===== src/rtl/muldiv_ctrl_pkg.sv =====
// Shared definitions for the mult/div sequencing controller: op codes, unit
// function codes, FSM states and the op-to-function mapping.
package muldiv_ctrl_pkg;

  localparam int kOpWidth = 4;
  localparam int FUNCT_W  = 6;

  typedef enum logic [kOpWidth-1:0] {
    OP_NONE  = 4'd0,
    OP_MULT  = 4'd1,
    OP_MULTU = 4'd2,
    OP_MUL   = 4'd3,
    OP_DIV   = 4'd4,
    OP_DIVU  = 4'd5,
    OP_MADD  = 4'd6,
    OP_MADDU = 4'd7,
    OP_MSUB  = 4'd8,
    OP_MSUBU = 4'd9
  } op_e;

  typedef logic [FUNCT_W-1:0] funct_t;

  localparam funct_t FUNCT_NONE  = 6'h00;
  localparam funct_t FUNCT_MULT  = 6'h18;
  localparam funct_t FUNCT_MULTU = 6'h19;
  localparam funct_t FUNCT_DIV   = 6'h1A;
  localparam funct_t FUNCT_DIVU  = 6'h1B;

  typedef enum logic [1:0] {
    S_IDLE  = 2'd0,
    S_BUSY  = 2'd1,
    S_ACCUM = 2'd2,
    S_WB    = 2'd3
  } state_e;

  function automatic funct_t op2funct(input op_e op);
    funct_t f;
    f = FUNCT_NONE;
    case (op)
      OP_MULT, OP_MUL, OP_MADD, OP_MSUB: f = FUNCT_MULT;
      OP_MULTU, OP_MADDU, OP_MSUBU:      f = FUNCT_MULTU;
      OP_DIV:                            f = FUNCT_DIV;
      OP_DIVU:                           f = FUNCT_DIVU;
      default:                           f = FUNCT_NONE;
    endcase
    return f;
  endfunction

  function automatic logic is_accum(input op_e op);
    return op inside {OP_MADD, OP_MADDU, OP_MSUB, OP_MSUBU};
  endfunction

  function automatic logic is_sub(input op_e op);
    return op inside {OP_MSUB, OP_MSUBU};
  endfunction

endpackage


===== src/rtl/muldiv_ctrl_if.sv =====
// EX-stage and multiply/divide-unit signals seen by the controller.
interface muldiv_ctrl_if;
  import muldiv_ctrl_pkg::*;

  logic         flush;
  logic         req_valid;
  op_e          req_op;
  logic [31:0]  req_op1;
  logic [31:0]  req_op2;
  logic         mt_hi_we;
  logic         mt_lo_we;
  logic [31:0]  mt_data;
  logic         stall_req;
  funct_t       md_funct;
  logic [31:0]  md_op1;
  logic [31:0]  md_op2;
  logic         md_done;
  logic [63:0]  md_result;
  logic [31:0]  hi_o;
  logic [31:0]  lo_o;
  logic         mul_valid;
  logic [31:0]  mul_result;

  modport master (
    output flush, req_valid, req_op, req_op1, req_op2,
           mt_hi_we, mt_lo_we, mt_data, md_done, md_result,
    input  stall_req, md_funct, md_op1, md_op2, hi_o, lo_o, mul_valid, mul_result
  );

  modport slave (
    input  flush, req_valid, req_op, req_op1, req_op2,
           mt_hi_we, mt_lo_we, mt_data, md_done, md_result,
    output stall_req, md_funct, md_op1, md_op2, hi_o, lo_o, mul_valid, mul_result
  );
endinterface


===== src/rtl/muldiv_ctrl_hilo_reg.sv =====
// Architectural HI/LO registers; the commit port wins over MTHI/MTLO.
module hilo_reg (
  input  logic        clk,
  input  logic        rst,
  input  logic        i_mt_hi_we,
  input  logic        i_mt_lo_we,
  input  logic [31:0] i_mt_data,
  input  logic        i_cm_we,
  input  logic [63:0] i_cm_data,
  output logic [31:0] o_hi,
  output logic [31:0] o_lo
);
  logic [31:0] r_hi, r_lo;

  always_ff @(posedge clk or negedge rst) begin
    if (!rst) begin
      r_hi <= '0;
      r_lo <= '0;
    end else if (i_cm_we) begin
      r_hi <= i_cm_data[63:32];
      r_lo <= i_cm_data[31:0];
    end else begin
      if (i_mt_hi_we) r_hi <= i_mt_data;
      if (i_mt_lo_we) r_lo <= i_mt_data;
    end
  end

  assign o_hi = r_hi;
  assign o_lo = r_lo;
endmodule


===== src/rtl/muldiv_ctrl.sv =====
// Sequences one HI/LO-class op through the shared mult/div unit, stalling EX,
// accumulating for MADD/MSUB and committing the result to HI/LO.
module muldiv_ctrl
  import muldiv_ctrl_pkg::*;
(
  input  logic          clk,
  input  logic          rst,
  muldiv_ctrl_if.slave  bus
);
  state_e      r_state, w_state_n;
  op_e         r_op;
  logic [31:0] r_op1, r_op2;
  logic [63:0] r_prod;
  funct_t      r_md_funct;
  logic        r_first, r_mul_valid;
  logic        w_req, w_accept, w_done, w_cm_we, w_mt_ok;
  op_e         w_fn_op;

  assign w_req    = bus.req_valid && (bus.req_op != OP_NONE);
  assign w_accept = (r_state == S_IDLE) && w_req && !bus.flush;
  // The unit may still present a stale done when BUSY is entered.
  assign w_done   = (r_state == S_BUSY) && !r_first && bus.md_done;

  always_comb begin
    w_state_n = r_state;
    case (r_state)
      S_IDLE:  if (w_accept) w_state_n = S_BUSY;
      S_BUSY:  if (w_done) w_state_n = is_accum(r_op) ? S_ACCUM : S_WB;
      S_ACCUM: w_state_n = S_WB;
      S_WB:    w_state_n = S_IDLE;
      default: w_state_n = S_IDLE;
    endcase
    if (bus.flush) w_state_n = S_IDLE;
  end

  assign w_fn_op = (r_state == S_IDLE) ? bus.req_op : r_op;

  always_ff @(posedge clk or negedge rst) begin
    if (!rst) begin
      r_state     <= S_IDLE;
      r_op        <= OP_NONE;
      r_op1       <= '0;
      r_op2       <= '0;
      r_prod      <= '0;
      r_md_funct  <= FUNCT_NONE;
      r_first     <= 1'b0;
      r_mul_valid <= 1'b0;
    end else begin
      r_state     <= w_state_n;
      r_first     <= w_accept;
      r_md_funct  <= (w_state_n == S_BUSY) ? op2funct(w_fn_op) : FUNCT_NONE;
      r_mul_valid <= (w_state_n == S_WB) && (r_op == OP_MUL);
      if (w_accept) begin
        r_op  <= bus.req_op;
        r_op1 <= bus.req_op1;
        r_op2 <= bus.req_op2;
      end
      // The product register doubles as the accumulator result for MADD/MSUB.
      if (w_done)
        r_prod <= bus.md_result;
      else if (r_state == S_ACCUM)
        r_prod <= is_sub(r_op) ? ({bus.hi_o, bus.lo_o} - r_prod)
                               : ({bus.hi_o, bus.lo_o} + r_prod);
    end
  end

  assign w_cm_we = (r_state == S_WB) && !bus.flush && (r_op != OP_MUL);
  assign w_mt_ok = (r_state == S_IDLE);

  hilo_reg u_hilo (
    .clk        (clk),
    .rst        (rst),
    .i_mt_hi_we (bus.mt_hi_we && w_mt_ok),
    .i_mt_lo_we (bus.mt_lo_we && w_mt_ok),
    .i_mt_data  (bus.mt_data),
    .i_cm_we    (w_cm_we),
    .i_cm_data  (r_prod),
    .o_hi       (bus.hi_o),
    .o_lo       (bus.lo_o)
  );

  assign bus.stall_req  = (r_state == S_IDLE) ? w_req : (r_state != S_WB);
  assign bus.md_funct   = r_md_funct;
  assign bus.md_op1     = r_op1;
  assign bus.md_op2     = r_op2;
  assign bus.mul_valid  = r_mul_valid;
  assign bus.mul_result = r_prod[31:0];
endmodule


===== src/flat_wrapper.sv =====
// flat-port wrapper written by rule: the top's interface ports become plain ports
module muldiv_ctrl_flat import muldiv_ctrl_pkg::*;
  (clk, rst, bus_flush, bus_req_valid, bus_req_op, bus_req_op1, bus_req_op2, bus_mt_hi_we, bus_mt_lo_we, bus_mt_data, bus_md_done, bus_md_result, bus_stall_req, bus_md_funct, bus_md_op1, bus_md_op2, bus_hi_o, bus_lo_o, bus_mul_valid, bus_mul_result);
  muldiv_ctrl_if bus_i ();
  input  logic clk;
  input  logic rst;
  input wire logic [$bits(bus_i.flush)-1:0] bus_flush;
  input wire logic [$bits(bus_i.req_valid)-1:0] bus_req_valid;
  input wire logic [$bits(bus_i.req_op)-1:0] bus_req_op;
  input wire logic [$bits(bus_i.req_op1)-1:0] bus_req_op1;
  input wire logic [$bits(bus_i.req_op2)-1:0] bus_req_op2;
  input wire logic [$bits(bus_i.mt_hi_we)-1:0] bus_mt_hi_we;
  input wire logic [$bits(bus_i.mt_lo_we)-1:0] bus_mt_lo_we;
  input wire logic [$bits(bus_i.mt_data)-1:0] bus_mt_data;
  input wire logic [$bits(bus_i.md_done)-1:0] bus_md_done;
  input wire logic [$bits(bus_i.md_result)-1:0] bus_md_result;
  output wire logic [$bits(bus_i.stall_req)-1:0] bus_stall_req;
  output wire logic [$bits(bus_i.md_funct)-1:0] bus_md_funct;
  output wire logic [$bits(bus_i.md_op1)-1:0] bus_md_op1;
  output wire logic [$bits(bus_i.md_op2)-1:0] bus_md_op2;
  output wire logic [$bits(bus_i.hi_o)-1:0] bus_hi_o;
  output wire logic [$bits(bus_i.lo_o)-1:0] bus_lo_o;
  output wire logic [$bits(bus_i.mul_valid)-1:0] bus_mul_valid;
  output wire logic [$bits(bus_i.mul_result)-1:0] bus_mul_result;
  assign bus_i.flush = bus_flush;
  assign bus_i.req_valid = bus_req_valid;
  assign bus_i.req_op = bus_req_op;
  assign bus_i.req_op1 = bus_req_op1;
  assign bus_i.req_op2 = bus_req_op2;
  assign bus_i.mt_hi_we = bus_mt_hi_we;
  assign bus_i.mt_lo_we = bus_mt_lo_we;
  assign bus_i.mt_data = bus_mt_data;
  assign bus_i.md_done = bus_md_done;
  assign bus_i.md_result = bus_md_result;
  assign bus_stall_req = bus_i.stall_req;
  assign bus_md_funct = bus_i.md_funct;
  assign bus_md_op1 = bus_i.md_op1;
  assign bus_md_op2 = bus_i.md_op2;
  assign bus_hi_o = bus_i.hi_o;
  assign bus_lo_o = bus_i.lo_o;
  assign bus_mul_valid = bus_i.mul_valid;
  assign bus_mul_result = bus_i.mul_result;
  muldiv_ctrl u_core (.clk(clk), .rst(rst), .bus(bus_i));
endmodule

===== config.mk =====
export PLATFORM = sky130hd
export DESIGN_NAME = muldiv_ctrl_flat
export DESIGN_NICKNAME = d
export VERILOG_FILES = /design/src/rtl/muldiv_ctrl_pkg.sv /design/src/rtl/muldiv_ctrl_if.sv /design/src/rtl/muldiv_ctrl_hilo_reg.sv /design/src/rtl/muldiv_ctrl.sv /design/src/flat_wrapper.sv
export SDC_FILE = /design/constraint.sdc
export NUM_CORES = 1
export LEC_CHECK = 0
export ABC_CLOCK_PERIOD_IN_PS = 6450
export BUFFER_PORTS_ARGS = -buffer_cell sky130_fd_sc_hd__buf_2
export CORE_MARGIN = 2
export CORE_UTILIZATION = 30
export DETAILED_ROUTE_END_ITERATION = 10
export PLACE_DENSITY = 0.57
export SYNTH_ARGS = -nofsm -noshare
export SYNTH_HDL_FRONTEND = slang
export SYNTH_SLANG_ARGS = --single-unit
export TNS_END_PERCENT = 1

===== constraint.sdc =====
create_clock -name clk -period 6.45 [get_ports clk]
set_clock_uncertainty 0.15 [all_clocks]
set_input_delay 0.3225 -clock clk [delete_from_list [all_inputs] [get_ports clk]]
set_output_delay 0.3225 -clock clk [all_outputs]
set_load 0.005 [all_outputs]

==> After elaboration in Yosys (flattened, before gate mapping) <==
Memory sizes are Yosys's and may differ from the RTL's.
Index checks and enable logic that the tools add are counted.
{ "totals": {"out_inout_bits": 168, "regBits": 206, "latch_bits": 0, "in_bits": 171, "elab_cells": 59, "mem_count": 1, "rom_bits": 64, "ram_bits": 0} }
{ "classes": {"magnitude_cmp": 0, "bitwise_logic": 0, "eq_ne": 12, "n_shift": 0, "n_mul": 0, "add_sub_neg": 2, "reduce_logical": 19, "div_mod_pow": 0, "mux": 15} }
{ "memory_table": {"columns": ["memory", "depth", "word_bits", "rd", "rd_clocked_by_memory_dff", "wr", "line_no", "text"], "rows": [
  ["(name not given)", 16, 4, 1, 0, 0, "muldiv_ctrl_pkg.sv:39", "case (op)"]
]} }
{ "ops": {"columns": ["cell", "n"], "rows": [
  ["two-way mux 64 bit", 3],
  ["two-way mux 32 bit", 4],
  ["adder 64 bit", 1],
  ["subtractor 64 bit", 1],
  ["logical AND 1 bit", 10],
  ["== test 4 x 3 -> 1 bit (second input constant)", 2],
  ["== test 4 bit (second input constant)", 2],
  ["one-hot mux 2 bit (4 select lines)", 1],
  ["nonzero test 2 bit", 4],
  ["nonzero test 4 bit", 2],
  ["== test 2 bit (second input constant)", 3],
  ["two-way mux 2 bit", 3],
  ["two-way mux 6 bit", 1],
  ["== test 2 x 1 -> 1 bit (second input constant)", 2],
  ["== test 4 x 2 -> 1 bit (second input constant)", 1],
  ["two-way mux 4 bit", 1],
  ["inequality test 4 x 2 -> 1 bit (second input constant)", 1],
  ["logical NOT 1 bit", 2],
  ["logical NOT 2 bit", 1],
  ["two-way mux 1 bit", 2],
  ["inequality test 2 bit (second input constant)", 1]
]} }

==> Logic depth before layout (Yosys ltp) <==
Gate-level depths: netlist of run 1.
{ "logic_depth": {"ltp_word": 9, "mapped_depth": 24, "ltp_nobuf": 24} }

==> By module <==
From an unflattened synthesis of run 1, not the netlist that was laid out.
{ "hier_totals": {"cells_unflattened": 1548, "area_unflattened_um2": 13910.8} }
{ "modules_own_cells": {"columns": ["module", "cells_each", "n_inst", "seq_area_each_um2", "area_per_inst_um2"], "rows": [
  ["muldiv_ctrl", 1270, 1, 3478.3, 10895.4],
  ["hilo_reg", 278, 1, 1601.5, 3015.4]
]} }

==> Least setup slack after synthesis of run 1 <==
Ideal clock, no wire load.
{ "synth_path": {"path_kind": "register to register", "startpoint": "register u_core.r_prod[4]", "endpoint": "register u_core.r_prod[62]", "setup_ns": 0.077, "stages_incl_launch_ff": 20, "path_slack_ns": 1.347, "path_buffers": 3, "arrival_ns": 4.875, "period_less_slack_ns": 5.103, "t_required_ns": 6.223, "cell_sequence": "dfrtp_1 -> buf_6 -> or4_4 -> nor3_4 -> nand2_1 -> or3_1 -> or3_1 -> buf_2 -> o41ai_1 -> xor2_1 -> ha_1 -> clkbuf_1 -> nand4_1 -> o21ai_0 -> a31oi_4 -> o41ai_2 -> a21oi_2 -> o41ai_1 -> mux2_2 -> a21oi_1"} }
{ "synth_between": {"elab_chain_cells": 4, "word_cells_on_any_way": 5, "cone_classes": "2 x add/sub; 3 x mux"} }
{ "synth_rtl": {"columns": ["item", "line_no", "text"], "rows": [
  ["start: declaration", "muldiv_ctrl.sv:13", "logic [63:0] r_prod;"],
  ["start signal: assignment", "muldiv_ctrl.sv:60", "r_prod <= bus.md_result;"],
  ["start signal: assignment", "muldiv_ctrl.sv:62", "r_prod <= is_sub(r_op) ? ({bus.hi_o, bus.lo_o} - r_prod)"],
  ["adder 64 bit / subtractor 64 bit (equally long branches)", "muldiv_ctrl.sv:63, muldiv_ctrl.sv:62", null],
  ["two-way mux 64 bit (*)", "muldiv_ctrl.sv:62", null],
  ["two-way mux 64 bit (*)", "muldiv_ctrl.sv:61", "else if (r_state == S_ACCUM)"],
  ["two-way mux 64 bit (*)", "muldiv_ctrl.sv:59", "if (w_done)"]
]} }
Mark *: on every way between the ends. The rest lies on a longest branch, timed or not. The select of a mux whose other input is x is not followed.
A chain may end at the register's enable or synchronous reset.

==> Worst setup path in the final report of run 1 <==
{ "layout_path": {"startpoint": "register u_core.r_prod[5]", "endpoint": "register u_core.r_prod[61]"} }
Same word-level chain as after synthesis.

==> results of run 1 <==
[logic make-up (layout without fill, tap and decap cells)]
group           after synthesis  after routing
simple gates                622            622
compound gates              445            445
mux                          69             69
other cells                   1              5
fa+ha+maj                    65             65
flops                       203            203
xor+xnor                    120            120
buf+inv                     150            581
[worst reg2reg max path: cells and delay by family (launching register included)]
| kind | cells | cell delay [ps] |
|---|---|---|
| AO/OA/AOI/OAI | 5 | 1250 |
| adder cells (fa/ha/maj) | 1 | 400 |
| AND/OR/NAND/NOR | 12 | 3200 |
| flip-flops | 1 | 450 |
| XOR/XNOR | 1 | 140 |
[cells in the final DEF (no fill, tap or decap), drive strengths merged, types with 10 or more instances in the layout]
cell,n
o21bai,13
inv,22
nor4,11
or3,10
xnor2,71
nand2,373
mux2i,67
o41ai,12
o21ai,146
buf,355
dfrtp,203
nand3,21
nor2,98
clkbuf,36
xor2,49
dlygate4sd3,158
a31oi,16
ha,64
a22oi,10
a21o,42
nand4,24
a21oi,136
nor3,27
nor2b,11
o22ai,22
nand2b,11
[per-stage QoR]
stage	instances	util	instance area, um^2	hold slack [ps]	power (W)
floorplan	1676	-	13900	-123	0.00586
global placement	2503	0.349	15900	237	0.00732
detailed placement	2503	0.349	15900	246	0.00734
CTS	2707	0.402	18300	6.00	0.00892
global route	2708	0.402	18300	25.0	0.00959
finish	2710	0.402	18300	1.29	0.00894
[power breakdown]
group          switching (W)  internal, W  total, W
Clock               0.000604     0.000851   0.00145
Combinational        0.00300      0.00220   0.00520
Sequential          0.000613      0.00167   0.00228
[layer usage]
metal / up-vias / routed length, um / share of wire
li1: 6661 / - / -
met1: 6837 / 22900 / 0.42
met2: 592 / 26200 / 0.48
met3: 99 / 4030 / 0.074
met4: 6 / 1570 / 0.029
met5: - / 36 / 0.00066
[Yosys cell counts (all sizes together), types with 10 or more instances]
cell	count
buf	50
a21oi	136
o22ai	22
nand3	21
mux2i	67
nor4	11
dfrtp	203
a22oi	10
nand2	373
xor2	49
clkbuf	79
nand4	24
nor2	98
or3	10
ha	64
a21o	42
o21ai	146
o41ai	12
xnor2	71
nor2b	11
o21bai	13
nor3	27
nand2b	11
a31oi	16
inv	20
[state kept, by name, summed over array words and instances, names as in the netlist]
signal / cells
u_core.r_prod: 64
u_core.bus.md_op1: 32
u_core.bus.md_op2: 32
u_core.u_hilo.o_hi: 32
u_core.u_hilo.o_lo: 32
u_core.r_op: 4
u_core.bus.md_funct: 3
u_core.r_state: 2
u_core.bus.mul_valid: 1
u_core.r_first: 1
[final cells by class]
class / instances / area, um^2
flip-flops and latches: 203 / 5080
multi-input cells: 1323 / 8120
fillers: 4640 / 27200
repair buffers: 514 / 3420
diodes: 3 / 7.51
well taps: 600 / 751
inverters: 21 / 78.8
clock inverters: 11 / 97.6
clock buffers: 35 / 746
[path summary, 6_finish.rpt]
kind | start | endpoint | slack [ps] | cells after the start
hold reg to reg | u_core.bus.md_op1[26] | u_core.bus.md_op1[26] | 320 | 2
setup reg to reg | u_core.r_prod[5] | u_core.r_prod[61] | 740 | 19
max in group asynchronous | rst | u_core.r_prod[26] | 4540 | 3
setup / recovery | u_core.r_prod[5] | u_core.r_prod[61] | 740 | 19
min in group asynchronous | rst | u_core.u_hilo.o_lo[3] | 160 | 2
hold / removal | bus_md_result[48] | u_core.r_prod[48] | 1 | 3
[repair_timing]
action                                  CTS  global route
gates resized for setup                   0             0
hold buffers                            158             0
hold endpoints to repair                250             0
endpoints found under the setup margin    0             0
==> results.md, run 1 <==
- Outcome: finished, final reports clean
- P_leak: 8.48 nW
- Fin crit share: 0.886
- CTS tree: done
- Layout area overhead: 32.1%
- # setup viols final: 0
- CTS Sinks: between 200 and 250
- Slowest stage delay, CP: between 500 and 600 ps
- Power per cell area: slightly below 500 mW/mm^2
- Post-synth ARST share: 1.00
- Worst Hold Class: primary input to flip-flop
- Ranking of synthesized cells by area: dfrtp_1 (37%), nand2_1 (10%), ha_1 (5.8%)
- H-tree Lvls: 1
- Die H: 219 um
- I/O pin cnt: ~340
- Core area: roughly 0.045 mm^2
- Max IR drop VDD: between 0.2 and 0.25 mV
- Setup_tns: 0 ps
- Xor/xnor share of the synthesized area: 0.0764
- Syn_area_per_cell: 8.27 um^2
- Die area: about 0.048 mm^2
- Root Buffer: clkbuf_16
- Final Max Tran Viols: 0
- Clk Latency, worst-skew pair: 560 ps
- Post-Syn Instances: between 1500 and 2000
- Fin nets: ~2300
- Fraction of layout cells with a size suffix above 1: 0.207
- Top cell type's share of synthesized area: 0.367
- Final wirelength: roughly 55 mm
- Distinct cells, synth: 80
- Synthesized area: roughly 0.014 mm^2
- DR vias: approximately 14000
- Adder-Cell Fraction of Synth Area: 0.0592
- Grt total ovfl: 0
- DRT Pass-1 Iters: 5
- Rows: slightly below 80
- Gp weighted congestion: between 0.9 and 1
- Starting Density: 0.305
- Worst path bufs/invs: 0
- CP Capture Type: flip-flop
- Initial DRC Count: 955
- Yosys warnings: 0
- Crit path kind: flip-flop to flip-flop
- Crit start category: flip-flop
- Setup bufs post-CTS: 0
- Vias per cell: 5.24
- Post-DP HPWL: about 41 mm
- GRT Resource Usage Total: 0.222
- Number of global-route vias before repair: around 14000
- Longest Clk Path Bufs: 3
- Area share of and/or/nand/nor cells after synthesis: 0.201
- Max-cap viol count: 0
- Multiplexer share of the synthesized area: 0.0500
- Met1 Use GR: 0.281
- Inserted Clock Buffers: 27
- Post-synth EDFFs: 0
- Post-synth top flop: dfrtp_1
- Critical-path cell list: or4_4 > nor3_4 > nand2_1 > or3_1 > or3_1 > o21ai_2 > nand2_1 > xnor2_1 > ha_1 > and4_1 > nand2_1 > or3_1 > o22a_1 > a21oi_2 > a221oi_2 > o21ai_1 > nand3_1 > and4_1 > nor4_1
- Crit path max fanout: 7
- Met3 usage: 0.0439
- FMAX: 175 MHz
- Cell taking the most area after synthesis: dfrtp_1
- Final Critical Period: between 5000 and 6000 ps
- #FFs+latches synth: about 200
- Main combinational cell family by area after synthesis: simple AND/OR/NAND/NOR gates
- Worst Path Required: just under 7000 ps
- Final Hold Fails: 0
- DRC: 0
- Largest net degree at the start of global routing: 76
- Clk slew on worst S/H paths: around 60 ps
- Slowest stage cell, crit path: or4_4
- RSZ-0062 raised after global routing: no
- DP Worst Slack: approximately 770 ps
- Initial antenna violation count: 5
- Compound-Gate Fraction of Synth Area: 0.195
- Met2 Use GR: 0.384
- Relative slew margins: 0.337
- WL per Instance: slightly above 20 um
- Most Crowded Layer GR: met2
- # port buffers: 336
- Die W: ~220 um
- PnR worst setup slack: between 700 and 800 ps
- Worst-Margin Slew: 994 ps
- Cell family with most CP delay: simple AND/OR/NAND/NOR gates
- First-pass GRT wire length: roughly 83 mm
- Sequential share of the synthesized area: 0.367
- Routed Antenna Nets: 0
- Worst Path Arrival: 6000 ps
Power figures use the tool's default switching activity.
==> run 2, diff against run 1 <==
--- a/config.mk
+++ b/config.mk
@@ -6,11 +6,12 @@
 export NUM_CORES = 1
 export LEC_CHECK = 0
 export ABC_CLOCK_PERIOD_IN_PS = 6450
-export BUFFER_PORTS_ARGS = -buffer_cell sky130_fd_sc_hd__buf_2
+export BUFFER_PORTS_ARGS = -buffer_cell sky130_fd_sc_hd__buf_4
 export CORE_MARGIN = 2
 export CORE_UTILIZATION = 30
 export DETAILED_ROUTE_END_ITERATION = 10
 export PLACE_DENSITY = 0.57
+export RECOVER_POWER = 50
 export SYNTH_ARGS = -nofsm -noshare
 export SYNTH_HDL_FRONTEND = slang
 export SYNTH_SLANG_ARGS = --single-unit
==> run 2 against run 1 <==
The flow now finishes with violations (capacitance limit, slew limit); highest routed layer is now met4; count of clock-buffer cells in the layout down 3; die area did not move; clock power barely moved; register-to-register slack lost 100 ps; critical path type unchanged; largest power group unchanged; critical path depth unchanged; final area increased by 4.1%; utilization up 1.6 points; worst hold slack better by 130 ps; flip-flop and latch count unchanged.
==> results.md, run 2 (synthesized netlist as in run 1, its figures left out) <==
- WL per Instance: 20.6 um (was 20.2 um)
- Most frequent cells in the layout: nand2_1 (371), dfrtp_1 (203), buf_4 (189) (was nand2_1 (371), buf_2 (335), dfrtp_1 (203))
- Final Hold Fails: 0 (unchanged)
- DP Worst Slack: 671 ps (was 773 ps)
- Worst-Margin Slew: 4680 ps (was 994 ps)
- Max-cap viol count: 1 (was 0)
- Starting Density: 0.305 (unchanged)
- DRT Pass-1 Iters: 5 (unchanged)
- PnR worst setup slack: 637 ps (was 738 ps)
- Final Max Tran Viols: 91 (was 0)
- Failing checks: capacitance limit, slew limit
- Final wirelength: 55.9 mm (was 54.7 mm)
- Die W: 219 um (unchanged)
- CTS tree: done (unchanged)
- # setup viols final: 0 (unchanged)
- Crit path max fanout: 7 (unchanged)
- Die area: 0.0479 mm^2 (unchanged)
- Max FFs per register: 64 (unchanged)
- CP Capture Type: flip-flop (unchanged)
- Power per cell area: 479 mW/mm^2 (was 488 mW/mm^2)
- Worst Hold Class: primary input to flip-flop (unchanged)
- Largest net degree at the start of global routing: 91 (was 76)
- Post-Layout Cell Count: 2716 (was 2710)
- Reg with most FFs: u_core.r_prod (unchanged)
- Die H: 219 um (unchanged)
- Most common cell after layout, fill and taps aside: nand2_1 (unchanged)
- Initial DRC Count: 1072 (was 955)
- Grt total ovfl: 0 (unchanged)
- PostCTS Resize Cnt: 0 (unchanged)
- Worst Path Arrival: 6130 ps (was 6000 ps)
- Relative slew margins: -2.12 (was 0.337)
- Post-DP HPWL: 41.2 mm (was 40.6 mm)
- DRC: 0 (unchanged)
- Outcome: finished with violations (was finished, final reports clean)
- Fraction of layout cells with a size suffix above 1: 0.185 (was 0.207)
- Crit start category: flip-flop (unchanged)
- H-tree Lvls: 1 (unchanged)
- Crit path kind: flip-flop to flip-flop (unchanged)
- CTS Sinks: 203 (unchanged)
- Setup bufs post-CTS: 0 (unchanged)
- Hold_ws: 134 ps (was 1.29 ps)
- Max IR drop VDD: 0.220 mV (was 0.224 mV)
- Rows: 78 (unchanged)
- # port buffers: 336 (unchanged)
- Inst Count DP: 2502 (was 2503)
- Slowest stage cell, crit path: or3_1 (was or4_4)
- P_leak: 8.57 nW (was 8.48 nW)
- Vias per cell: 5.21 (was 5.24)
- Clk Latency, worst-skew pair: 570 ps (was 560 ps)
- Longest Clk Path Bufs: 3 (unchanged)
- Clk slew on worst S/H paths: 60 ps (about the same)
- First-pass GRT wire length: 84.9 mm (was 82.8 mm)
- Routed Antenna Nets: 0 (unchanged)
- Gp weighted congestion: 0.918 (was 0.955)
- Critical-path cell list: or4_4 > nor3_4 > nand2_1 > or3_1 > or3_1 > o21ai_2 > nand2_1 > xnor2_1 > ha_1 > and4_1 > nand2_1 > or3_1 > o22a_1 > a21oi_2 > a221oi_2 > o21ai_1 > nand3_1 > and4_1 > nor4_1 (unchanged)
- Final Critical Period: 5810 ps (was 5710 ps)
- FMAX: 172 MHz (was 175 MHz)
- Slowest stage delay, CP: 590 ps (was 580 ps)
- Fin crit share: 0.901 (was 0.886)
- Root Buffer: clkbuf_16 (unchanged)
- DR vias: 14157 (was 14195)
- RSZ-0062 raised after global routing: no (unchanged)
- Fin nets: 2332 (was 2326)
- Setup_tns: 0 ps (unchanged)
- Worst Path Required: 6770 ps (was 6740 ps)
- Layout area overhead: 37.5% (was 32.1%)
- I/O pin cnt: 339 (unchanged)
- GRT Resource Usage Total: 0.228 (was 0.222)
- Inserted Clock Buffers: 26 (was 27)
- Initial antenna violation count: 1 (was 5)
- Number of global-route vias before repair: 14465 (was 14204)
- Core area: 0.0455 mm^2 (unchanged)
[run 2: worst max-delay path: cells and delay by family, from the launching register on]
kind,cells,cell delay (ps)
compound gates,5,1270
simple gates,12,3270
xor+xnor,1,150
fa+ha+maj,1,420
flops,1,460
[run 2: metrics by stage]
stage | power (W) | util | area [um^2]
after floorplan | 0.00586 | - | 13900
after global placement | 0.00757 | 0.367 | 16700
after detailed placement | 0.00759 | 0.367 | 16700
after CTS | 0.00920 | 0.422 | 19200
after global routing | 0.00981 | 0.419 | 19000
final | 0.00912 | 0.419 | 19000
[run 2: report_power, final]
part	leakage [nW]	internal [W]	switching, W	total (W)
logic	5.73	0.00231	0.00303	0.00534
clock network	0.420	0.000856	0.000627	0.00148
registers	2.43	0.00167	0.000628	0.00230
[run 2: timing repair]
action | CTS | global route
endpoints found under the setup margin | 0 | 0
hold endpoints to repair | 289 | 0
hold buffers | 166 | 0
[run 2: final timing paths]
check	cells past startpoint	slack, ps	to	from
hold reg to reg	2	320	u_core.bus.md_op1[22]	u_core.bus.md_op1[22]
setup / recovery	19	640	u_core.r_prod[61]	u_core.r_prod[5]
min in group asynchronous	2	1990	u_core.r_prod[3]	rst
setup reg to reg	19	640	u_core.r_prod[61]	u_core.r_prod[5]
hold / removal	4	130	u_core.r_state[0]	bus_req_valid
max in group asynchronous	3	1370	u_core.r_prod[33]	rst
[run 2: metal layers]
layer / up-vias / GRT usage / wire length [um]
met4: 0 / 0.0667 / 1460
met5: - / 0 / 0
met3: 85 / 0.0474 / 4260
li1: 6667 / - / -
met2: 520 / 0.390 / 26600
met1: 6885 / 0.288 / 23600
[run 2: area by class of cell]
class | count | area [um^2]
fillers | 4611 | 26400
multi-input cells | 1323 | 8120
flip-flops and latches | 203 | 5080
repair buffers | 521 | 4160
well taps | 600 | 751
clock buffers | 32 | 703
clock inverters | 15 | 149
inverters | 21 | 78.8
diodes | 1 | 2.50
==> run 3, diff against run 2 <==
--- a/config.mk
+++ b/config.mk
@@ -10,6 +10,7 @@
 export CORE_MARGIN = 2
 export CORE_UTILIZATION = 30
 export DETAILED_ROUTE_END_ITERATION = 10
+export GPL_TIMING_DRIVEN = 0
 export PLACE_DENSITY = 0.57
 export RECOVER_POWER = 50
 export SYNTH_ARGS = -nofsm -noshare
==> constraint.sdc (replaced) <==
create_clock -name clk -period 6.45 [get_ports clk]
set_clock_uncertainty 0.15 [all_clocks]
set_input_delay 1.29 -clock clk [delete_from_list [all_inputs] [get_ports clk]]
set_output_delay 1.29 -clock clk [all_outputs]
set_load 0.005 [all_outputs]
==> run 3 against run 2 <==
The flow still finishes with violations (capacitance limit, slew limit); largest power group unchanged; via count decreased by 0.23%; sequential power decreased by 2%; combinational power increased by 3%; fmax decreased by 6.1%; cell count decreased by 2.0%; flip-flop and latch count unchanged; sequential share of layout area increased by 1.6 points; clock power increased by 6%; total power increased by 2.5%; critical path depth decreased by 1; worst hold slack improved by 190 ps.
==> results.md, run 3 (synthesized netlist as in run 1, its figures left out) <==
- CP Capture Type: flip-flop (unchanged)
- Comb pwr share: 0.591 (was 0.585)
- H-tree Lvls: 1 (unchanged)
- Final wirelength: 59.4 mm (was 55.9 mm)
- Design Power: 0.00935 W (was 0.00912 W)
- CTS tree: done (unchanged)
- Power Internal: 0.00501 W (was 0.00483 W)
- Outcome: finished with violations (unchanged)
- DRT Pass-1 Iters: 5 (unchanged)
- Worst Path Arrival: 6480 ps (was 6130 ps)
- Vias per cell: 5.30 (was 5.21)
- Crit start category: flip-flop (unchanged)
- First-pass GRT wire length: 88.4 mm (was 84.9 mm)
- Final Critical Period: 6190 ps (was 5810 ps)
- Met1 Use GR: 0.305 (was 0.288)
- Slowest stage cell, crit path: clkbuf_1 (was or3_1)
- DRC: 0 (unchanged)
- Grt total ovfl: 0 (unchanged)
- Worst Path Required: 6740 ps (was 6770 ps)
- Post-Layout Cell Count: 2663 (was 2716)
- Starting Density: 0.305 (unchanged)
- Initial antenna violation count: 2 (was 1)
- Die area: 0.0479 mm^2 (unchanged)
- Power per cell area: 521 mW/mm^2 (was 479 mW/mm^2)
- DR vias: 14124 (was 14157)
- Crit path kind: flip-flop to flip-flop (unchanged)
- Sequential power share: 0.241 (was 0.252)
- Initial DRC Count: 1033 (was 1072)
- Die W: 219 um (unchanged)
- # setup viols final: 0 (unchanged)
- Inst Count DP: 2614 (was 2502)
- Root Buffer: clkbuf_16 (unchanged)
- Rows: 78 (unchanged)
- Critical-path cell list: nor2_1 > nand2_1 > clkbuf_1 > clkbuf_1 > o21ai_0 > xor2_1 > ha_1 > a21o_1 > a21oi_1 > a211oi_1 > a21oi_1 > o21ai_1 > a41oi_1 > o21ai_0 > nand3_1 > and3_1 > o21ai_0 > a21oi_1 (was or4_4 > nor3_4 > nand2_1 > or3_1 > or3_1 > o21ai_2 > nand2_1 > xnor2_1 > ha_1 > and4_1 > nand2_1 > or3_1 > o22a_1 > a21oi_2 > a221oi_2 > o21ai_1 > nand3_1 > and4_1 > nor4_1)
- Worst path bufs/invs: 2 (was 0)
- Worst-Margin Slew: 2260 ps (was 4680 ps)
- Fraction of layout cells with a size suffix above 1: 0.201 (was 0.185)
- Switching share of power: 0.464 (was 0.470)
- Most Crowded Layer GR: met2 (unchanged)
- Worst Hold Class: flip-flop to flip-flop (was primary input to flip-flop)
- Number of global-route vias before repair: 14144 (was 14465)
- Clk Latency, worst-skew pair: 570 ps (about the same)
- Post-route cell area: 0.0179 mm^2 (was 0.0190 mm^2)
- Failing checks: capacitance limit, slew limit (unchanged)
- Post-Place Cell Area: 0.0172 mm^2 (was 0.0167 mm^2)
- RSZ-0062 raised after global routing: no (unchanged)
- Die H: 219 um (unchanged)
- CTS Sinks: 203 (unchanged)
- Max-cap viol count: 3 (was 1)
- Final Max Tran Viols: 208 (was 91)
- Slowest stage delay, CP: 800 ps (was 590 ps)
- Most frequent cells in the layout: nand2_1 (371), buf_4 (290), dfrtp_1 (203) (was nand2_1 (371), dfrtp_1 (203), buf_4 (189))
- Post-DP HPWL: 46.6 mm (was 41.2 mm)
- GRT Resource Usage Total: 0.245 (was 0.228)
- Layout area overhead: 29.5% (was 37.5%)
- Final Hold Fails: 0 (unchanged)
- Cell family with most CP delay: compound AO/OA/AOI/OAI gates (was simple AND/OR/NAND/NOR gates)
- Clk pwr share: 0.168 (was 0.163)
- Gp weighted congestion: 1.01 (was 0.918)
- Relative slew margins: -0.509 (was -2.12)
- Setup_tns: 0 ps (unchanged)
- Core area: 0.0455 mm^2 (unchanged)
- Max IR drop VDD: 0.248 mV (was 0.220 mV)
- Hold_ws: 325 ps (was 134 ps)
- Fin crit share: 0.960 (was 0.901)
- WL per Instance: 22.3 um (was 20.6 um)
- Routed Antenna Nets: 0 (unchanged)
- I/O pin cnt: 339 (unchanged)
- Inserted Clock Buffers: 26 (unchanged)
- Most common cell after layout, fill and taps aside: nand2_1 (unchanged)
- Met2 Use GR: 0.414 (was 0.390)
- Psw: 0.00434 W (was 0.00429 W)
- # port buffers: 336 (unchanged)
- Clk slew on worst S/H paths: 60 ps (about the same)
- Met3 usage: 0.0574 (was 0.0474)
- P_leak: 8.17 nW (was 8.57 nW)
- Setup bufs post-CTS: 0 (unchanged)
- FMAX: 162 MHz (was 172 MHz)
- Reg with most FFs: u_core.r_prod (unchanged)
- Largest net degree at the start of global routing: 82 (was 91)
- Fin nets: 2278 (was 2332)
- Longest Clk Path Bufs: 3 (unchanged)
- Max FFs per register: 64 (unchanged)
- Crit path max fanout: 10 (was 7)
==> run 3: cell count changes in the layout (fill, tap and decap cells not counted), sizes merged <==
cell,previous run,this run
buf,189,305
bufinv,2,3
clkbuf,197,202
clkdlybuf4s25,1,0
clkinv,11,5
clkinvlp,2,0
dlygate4sd3,166,0
==> run 3: final timing paths <==
check	cells after the start	from	endpoint	slack (ps)
min in group asynchronous	1	rst	u_core.r_prod[10]	1240
worst min-delay path	2	u_core.bus.md_op2[30]	u_core.bus.md_op2[30]	320
worst max register to register	18	u_core.r_op[2]	u_core.r_prod[40]	260
worst min register to register	2	u_core.bus.md_op2[30]	u_core.bus.md_op2[30]	320
worst max-delay path	18	u_core.r_op[2]	u_core.r_prod[40]	260
max in group asynchronous	2	rst	u_core.bus.md_op2[25]	1710
==> run 3: power by group through the flow <==
stage	clock network (W)	logic, W	registers, W
finish	0.00157	0.00552	0.00226
CTS	0.00160	0.00550	0.00225
global route	0.00165	0.00607	0.00231
global placement	0	0.00544	0.00225
floorplan	0	0.00378	0.00208
detailed placement	0	0.00546	0.00226
==> run 3: cell type report <==
class | count | area (um^2)
tap | 600 | 751
sequential | 203 | 5080
antenna | 1 | 2.50
multi-input combinational | 1323 | 8080
timing repair buffer | 338 | 2410
buffer | 129 | 628
clock buffer | 40 | 785
fill | 4747 | 27500
clock inverter | 8 | 119
inverter | 21 | 78.8
==> run 3: stage by stage <==
stage	setup WS, ps	util
6_report	258	0.394
5_1_grt	36.5	0.394
4_1_cts	372	0.398
3_5_place_dp	397	0.378
3_3_place_gp	368	0.377
2_1_floorplan	1350	-
==> run 3: timing repair <==
action,in CTS,in global routing
gates resized for setup,0,1
endpoints found under the setup margin,0,1
hold buffers,0,0
==> run 3: worst reg2reg max path, stage by stage (launching register included) <==
cell	delay, ps
dfrtp_1	440
nor2_1	80
nand2_1	170
clkbuf_1	500
clkbuf_1	800
o21ai_0	310
xor2_1	220
ha_1	380
a21o_1	160
a21oi_1	100
a211oi_1	240
a21oi_1	120
o21ai_1	400
a41oi_1	410
o21ai_0	750
nand3_1	180
and3_1	230
o21ai_0	310
a21oi_1	110
==> run 3: metal layers <==
metal  part of all wire  vias up
li1                   -     6572
met1               0.41     6802
met2               0.47      627
met3              0.082      119
met4              0.037        4
met5            0.00056        -
